## config.mk

```make
export PLATFORM = sky130hd
export DESIGN_NAME = cache_control
export DESIGN_NICKNAME = d
export VERILOG_FILES = /design/src/rtl/cache_control_pkg.sv /design/src/rtl/cache_control.sv
export SDC_FILE = /design/constraint.sdc
export NUM_CORES = 1
export LEC_CHECK = 0
export CORE_MARGIN = 2
export CORE_UTILIZATION = 29
export CTS_CLUSTER_DIAMETER = 100
export DETAILED_ROUTE_END_ITERATION = 10
export PLACE_DENSITY = 0.68
export SLEW_MARGIN = 0
export SYNTH_ARGS = -nofsm -noshare
export SYNTH_HDL_FRONTEND = slang
export SYNTH_SLANG_ARGS = --single-unit
```

## constraint.sdc

```tcl
create_clock -name clk -period 1.5 [get_ports clk]
set_input_delay 0.3 -clock clk [delete_from_list [all_inputs] [get_ports clk]]
set_output_delay 0.3 -clock clk [all_outputs]
set_load 0.005 [all_outputs]
```

## src/rtl/cache_control_pkg.sv

```systemverilog
// Shared types for the L1 cache controller: FSM states and datapath mux encodings.
package cache_types;

    typedef enum logic [1:0] {
        IDLE      = 2'd0,
        WRITEBACK = 2'd1,
        ALLOCATE  = 2'd2
    } state_t;

    typedef enum logic {
        ADDR_CPU    = 1'b0,
        ADDR_VICTIM = 1'b1
    } pmem_addr_sel_t;

    typedef enum logic {
        DIN_CPU  = 1'b0,
        DIN_PMEM = 1'b1
    } data_in_sel_t;

    // One-hot per-way write-enable mask for a 2-way array.
    function automatic logic [1:0] way_mask(input logic way);
        return way ? 2'b10 : 2'b01;
    endfunction

endpackage

```

## src/rtl/cache_control.sv

```systemverilog
// Write-back, write-allocate controller for the 2-way set-associative L1 (8 sets, 256-bit lines).
// Latency: hits respond in the request cycle; misses add a writeback (if dirty) and a fill, then respond one cycle after the fill.
// Backpressure: the CPU holds its request until mem_resp; pmem requests stay high until pmem_resp.
module cache_control
    import cache_types::*;
(
    input  logic       clk,
    input  logic       rst,
    input  logic       mem_read,
    input  logic       mem_write,
    input  logic       hit0,
    input  logic       hit1,
    input  logic       dirty0,
    input  logic       dirty1,
    input  logic       lru_out,
    input  logic       pmem_resp,
    output logic       mem_resp,
    output logic       pmem_read,
    output logic       pmem_write,
    output logic       pmem_addr_sel,
    output logic       data_in_sel,
    output logic       way_sel,
    output logic [1:0] load_data,
    output logic [1:0] load_tag,
    output logic [1:0] load_valid,
    output logic [1:0] load_dirty,
    output logic       dirty_in,
    output logic       load_lru,
    output logic       lru_in
);

    state_t state, next_state;
    logic   victim, next_victim;
    logic   hit, hit_way, victim_dirty, request;

    assign request      = mem_read | mem_write;
    assign hit          = hit0 | hit1;
    // Way 0 wins if both ways claim a hit.
    assign hit_way      = hit0 ? 1'b0 : 1'b1;
    assign victim_dirty = lru_out ? dirty1 : dirty0;

    always_comb begin
        next_state    = state;
        next_victim   = victim;
        mem_resp      = 1'b0;
        pmem_read     = 1'b0;
        pmem_write    = 1'b0;
        pmem_addr_sel = ADDR_CPU;
        data_in_sel   = DIN_CPU;
        way_sel       = 1'b0;
        load_data     = 2'b00;
        load_tag      = 2'b00;
        load_valid    = 2'b00;
        load_dirty    = 2'b00;
        dirty_in      = 1'b0;
        load_lru      = 1'b0;
        lru_in        = 1'b0;

        // Outputs are held quiet while reset is asserted so no array or pmem strobe escapes.
        if (!rst) begin
            unique case (state)
                IDLE: begin
                    if (request && hit) begin
                        mem_resp = 1'b1;
                        way_sel  = hit_way;
                        load_lru = 1'b1;
                        lru_in   = ~hit_way;
                        if (mem_write) begin
                            data_in_sel = DIN_CPU;
                            load_data   = way_mask(hit_way);
                            load_dirty  = way_mask(hit_way);
                            dirty_in    = 1'b1;
                        end
                    end else if (request) begin
                        next_victim = lru_out;
                        next_state  = victim_dirty ? WRITEBACK : ALLOCATE;
                    end
                end
                WRITEBACK: begin
                    pmem_write    = 1'b1;
                    pmem_addr_sel = ADDR_VICTIM;
                    way_sel       = victim;
                    if (pmem_resp)
                        next_state = ALLOCATE;
                end
                ALLOCATE: begin
                    pmem_read     = 1'b1;
                    pmem_addr_sel = ADDR_CPU;
                    data_in_sel   = DIN_PMEM;
                    way_sel       = victim;
                    if (pmem_resp) begin
                        load_data  = way_mask(victim);
                        load_tag   = way_mask(victim);
                        load_valid = way_mask(victim);
                        load_dirty = way_mask(victim);
                        dirty_in   = 1'b0;
                        next_state = IDLE;
                    end
                end
                default: next_state = IDLE;
            endcase
        end
    end

    always_ff @(posedge clk) begin
        if (rst) begin
            state  <= IDLE;
            victim <= 1'b0;
        end else begin
            state  <= next_state;
            victim <= next_victim;
        end
    end

endmodule

```

# Word-level counts from Yosys, hierarchy flattened
# Index checks and enable logic that the tools add are counted.
[word_totals] reg_bits=3 out_inout_bits=17 word_cells=50
[op_classes] n_eq_ne=6 mux=34 bitwise=3 n_reduce_logical=5
[op_table] cell="two-way mux 2 bit" n=13
[op_table] cell="two-way mux 1 bit" n=18
[op_table] cell="!= test 2 bit (second input constant)" n=4
[op_table] cell="one-hot mux 2 bit (3 select lines)" n=1
[op_table] cell="one-hot mux 2 bit (2 select lines)" n=1
[op_table] cell="AND reduction 4 bit" n=1
[op_table] cell="AND reduction 3 bit" n=1
[op_table] cell="== test 2 x 1 -> 1 bit (second input constant)" n=1
[op_table] cell="== test 2 bit (second input constant)" n=1
[op_table] cell="zero test 2 bit" n=1
[op_table] cell="OR 1 bit" n=2
[op_table] cell="one-hot mux 1 bit (2 select lines)" n=1
[op_table] cell="OR reduction 2 bit" n=1
[op_table] cell="logical AND 1 bit" n=1
[op_table] cell="NOT 1 bit" n=1

# Longest topological paths before layout
[logic_depth] ltp_word=5 mapped_depth=6 ltp_nobuf=6

# Worst setup path before layout
# No wires, ideal clock.
[synth_timing] path_type="reg-to-output" from="reg state[0]" to="out load_dirty[0]" t_arrival_ns=1.308 required_time_ns=1.200 setup_slack_ns=-0.108 path_stages_with_launch=7 path_buffers=1 cell_sequence="dfxtp_1 > inv_1 > ha_1 > nor2b_1 > and3b_1 > o21bai_1 > buf_4"
[synth_between] elab_chain_cells=3
[synth_rtl] item="from (decl)" line_no="cache_control.sv:32" source="state_t state, next_state;"
[synth_rtl] item="from (signal assigned)" line_no="cache_control.sv:110" source="state <= next_state;"
[synth_rtl] item="== test 2 bit / zero test 2 bit (equally long branches)"
[synth_rtl] item="one-hot mux 2 bit (2 select lines) (*)"
[synth_rtl] item="two-way mux 2 bit (*)"
[synth_rtl] item="to (decl)" line_no="cache_control.sv:26" source="output logic [1:0] load_dirty,"
# Every way passes the cells marked *; elsewhere a longest branch is shown, timed or not.

# Worst setup path after layout
[layout_timing] from="reg state[0]" to="out load_data[0]"
[layout_between] elab_chain_cells=3
[layout_rtl] item="== test 2 bit / zero test 2 bit (equally long branches)" line_no="cache_control.sv:61" source="unique case (state)"
[layout_rtl] item="one-hot mux 2 bit (2 select lines) (*)" line_no="cache_control.sv:61"
[layout_rtl] item="two-way mux 2 bit (*)" line_no="cache_control.sv:60" source="if (!rst) begin"
[layout_rtl] item="to (decl)" line_no="cache_control.sv:23" source="output logic [1:0] load_data,"
# Marks and branches as above.

==> qor.yml <==
ios: 27
critPathMaxFanout: 2
dieArea_mm2: 0.00161
drt_wl_total_um: 1320
vias_per_cell: 4.70
die_h_um: 40.1
fmax_mhz: 586
cap_violations: 0
cts_root_buf: "clkbuf_4"
worstPathArrival_ps: 1410
yosysTopAreaCell: "dfxtp_1"
dp_cells: 100
cts_hold_buf: 0
reg2regPathDepth: 8
synth.cell_area_um2: 378
worst_hold_path_type: "reg2reg"
synth-seq-cells: 3
top_usage_layer: "met2"
core-area_mm2: 0.00125
post_drt_wl_per_cell_um: 12.1
die_w_um: 40.1
grt_overflow: 0
fin_util_pct: 68.9
area_growth_pct: 128
portBuffers: 26
crit_chain: "inv_4, ha_4, nor2b_4, and3b_2, o21bai_4, buf_2"
ys_types: 21
rsz0062_at_grt: "true"
grt_use_met1_pct: 18.5
critPathSlowestCell: "dfxtp_2"
setup_viol: 15
violations: "negative setup slack"
fin_crit_ps: 1710
fin_worst_skew_ps: 1.06
cp-start-kind: "flop"
grt_pass1_vias: 474
fin_setup_tns_ps: -1870
synth_area_leaders: "dfxtp_1 (16%), buf_4 (14%), ha_1 (13%), nor2_1 (7.0%), a21oi_1 (5.3%)"
cts_buffers: 3
fin_crit_sh_pct: 114
maxSlewViolCount: 0
r2r-end: "state[0]$_SDFFE_PP0P_"
ys_warn_count: 0
grt.met3_usage_pct: 3.89
antenna_found_initial: 0
clk_pin_slew_ps: 40
peakVddDrop_mv: 0.417
clock_latency_ps: 230
ys_seq_area_share_pct: 15.9
dp_hpwl_um: 893
status: "complete, but fails checks"
htreeDepth: 1
cts.sinks: 3
synth_top_area_share_pct: 15.9
grt_first_pass_wirelength_um: 1910
synth_common_cells: "buf_4 (7), nor2_1 (7), a21oi_1 (4), ha_1 (4)"
drive_gt1_share_pct: 67.0
fp-row-count: 13
insertedDiodeCount: 0
synthFlopType: "dfxtp_1"
grt_use_met2_pct: 33.1
crit_required_ps: 1200
drt_iter0_drc: 3
worst_pin_slew_ps: 337
nets: 109
max_stage_delay_ps: 340
crit_path_end_kind: "output pin"
cts_tree: "built"
hold_ws_ps: 651
gp_congestion: 0.795
p_per_area_mw_per_mm2: 581
fin_ws_ps: -207
rr_startpoint: "state[1]$_SDFFE_PP0P_"
synth_edf_count: 0
cts_buffer_depth: 2
critPathLaunch: "state[0]$_SDFFE_PP0P_"
final_cells: 109
grt_max_degree: 6
avgSynthCellArea_um2: 7.56
drtPass1Iterations: 2
synth_cells: 50
hold_viol: 0
initial_utilization_pct: 30.2
slew_headroom_pct: 77.6
synthArstFlopShare_pct: 0
rrSetupSlack_ps: -50
grtUsageTotal_pct: 17.7
drc: 0
num_vias: 512
power_leakage_nw: 0.425
worst-setup-path-type: "reg2out"
crit_end: "load_data[0]"
synth_nets: 64
ant_nets: 0
## metal layers
layer | wire, um | up-vias
met5 | 0 | -
met4 | 0 | 0
met3 | 97 | 0
met2 | 733 | 21
met1 | 494 | 236
li1 | - | 255
## repair_timing
action,CTS,global route
gates resized for setup,98,3
endpoints found under the setup margin,19,17
setup buffers,5,2
pin swaps,15,5
## state kept, by name, indices dropped and copies added (netlist names)
signal / count
victim: 1
state: 2
## worst min path at each step
stage | start | endpoint | slack [ps] | cells after the start
3_5_place_dp | state[1]$_SDFFE_PP0P_ | state[1]$_SDFFE_PP0P_ | 530 | 2
3_3_place_gp | state[1]$_SDFFE_PP0P_ | state[1]$_SDFFE_PP0P_ | 510 | 2
5_1_grt | state[0]$_SDFFE_PP0P_ | state[0]$_SDFFE_PP0P_ | 670 | 3
6_report | state[0]$_SDFFE_PP0P_ | state[0]$_SDFFE_PP0P_ | 650 | 3
4_1_cts | state[0]$_SDFFE_PP0P_ | state[0]$_SDFFE_PP0P_ | 650 | 3
2_1_floorplan | rst | state[0]$_SDFFE_PP0P_ | 360 | 1
## cell families after synthesis
| kind of cell | share of synthesized area [%] |
|---|---|
| AND/OR/NAND/NOR | 32.8 |
| flip-flops | 15.9 |
| adder cells (fa/ha/maj) | 13.2 |
| multiplexers | 5.30 |
| buffers and inverters | 16.9 |
| AO/OA/AOI/OAI | 15.9 |
## through the flow
stage	worst slack (ps)	power, mW	instance area (um^2)
after floorplan	2.88	0.184	402
after global placement	-572	0.309	748
after detailed placement	-598	0.312	748
after CTS	-274	0.498	842
after global routing	-280	0.539	863
final	-207	0.502	863
## report_power, final
group	switching (mW)	leakage (nW)	internal (mW)	total (mW)
combinational	0.104	0.385	0.161	0.265
clock	0.0415	0.0150	0.0997	0.141
sequential	0.00884	0.0256	0.0872	0.0961
## cells in the final DEF (no fill, tap or decap), drive strengths merged
master          n
o31a            1
nand2           2
o21bai          1
clkbuf          4
nand3           2
or3b            1
dfxtp           3
clkdlybuf4s15   2
and3            1
clkdlybuf4s50   5
and3b           1
a2bb2oi         1
nor3            1
nor2            7
buf            36
a21oi           4
nor2b           4
o21ai           3
dlygate4sd2     4
or3             1
ha              4
inv             3
mux2i           2
nor3b           1
## worst max-delay path, delay by kind of cell (launching register included)
family	cells	cell delay [ps]
flip-flops	1	340
buffers and inverters	2	170
AND/OR/NAND/NOR	2	340
adder cells (fa/ha/maj)	1	150
AO/OA/AOI/OAI	1	170
## final cells by class
| cell class | count | area [um^2] |
|---|---|---|
| Sequential cell | 3 | 65.1 |
| Inverter | 3 | 16.3 |
| Timing Repair Buffer | 47 | 370 |
| Tap cell | 15 | 18.8 |
| Fill cell | 112 | 389 |
| Multi-Input combinational cell | 37 | 367 |
| Clock buffer | 4 | 26.3 |
No activity file was read; power rests on OpenSTA's default activity.
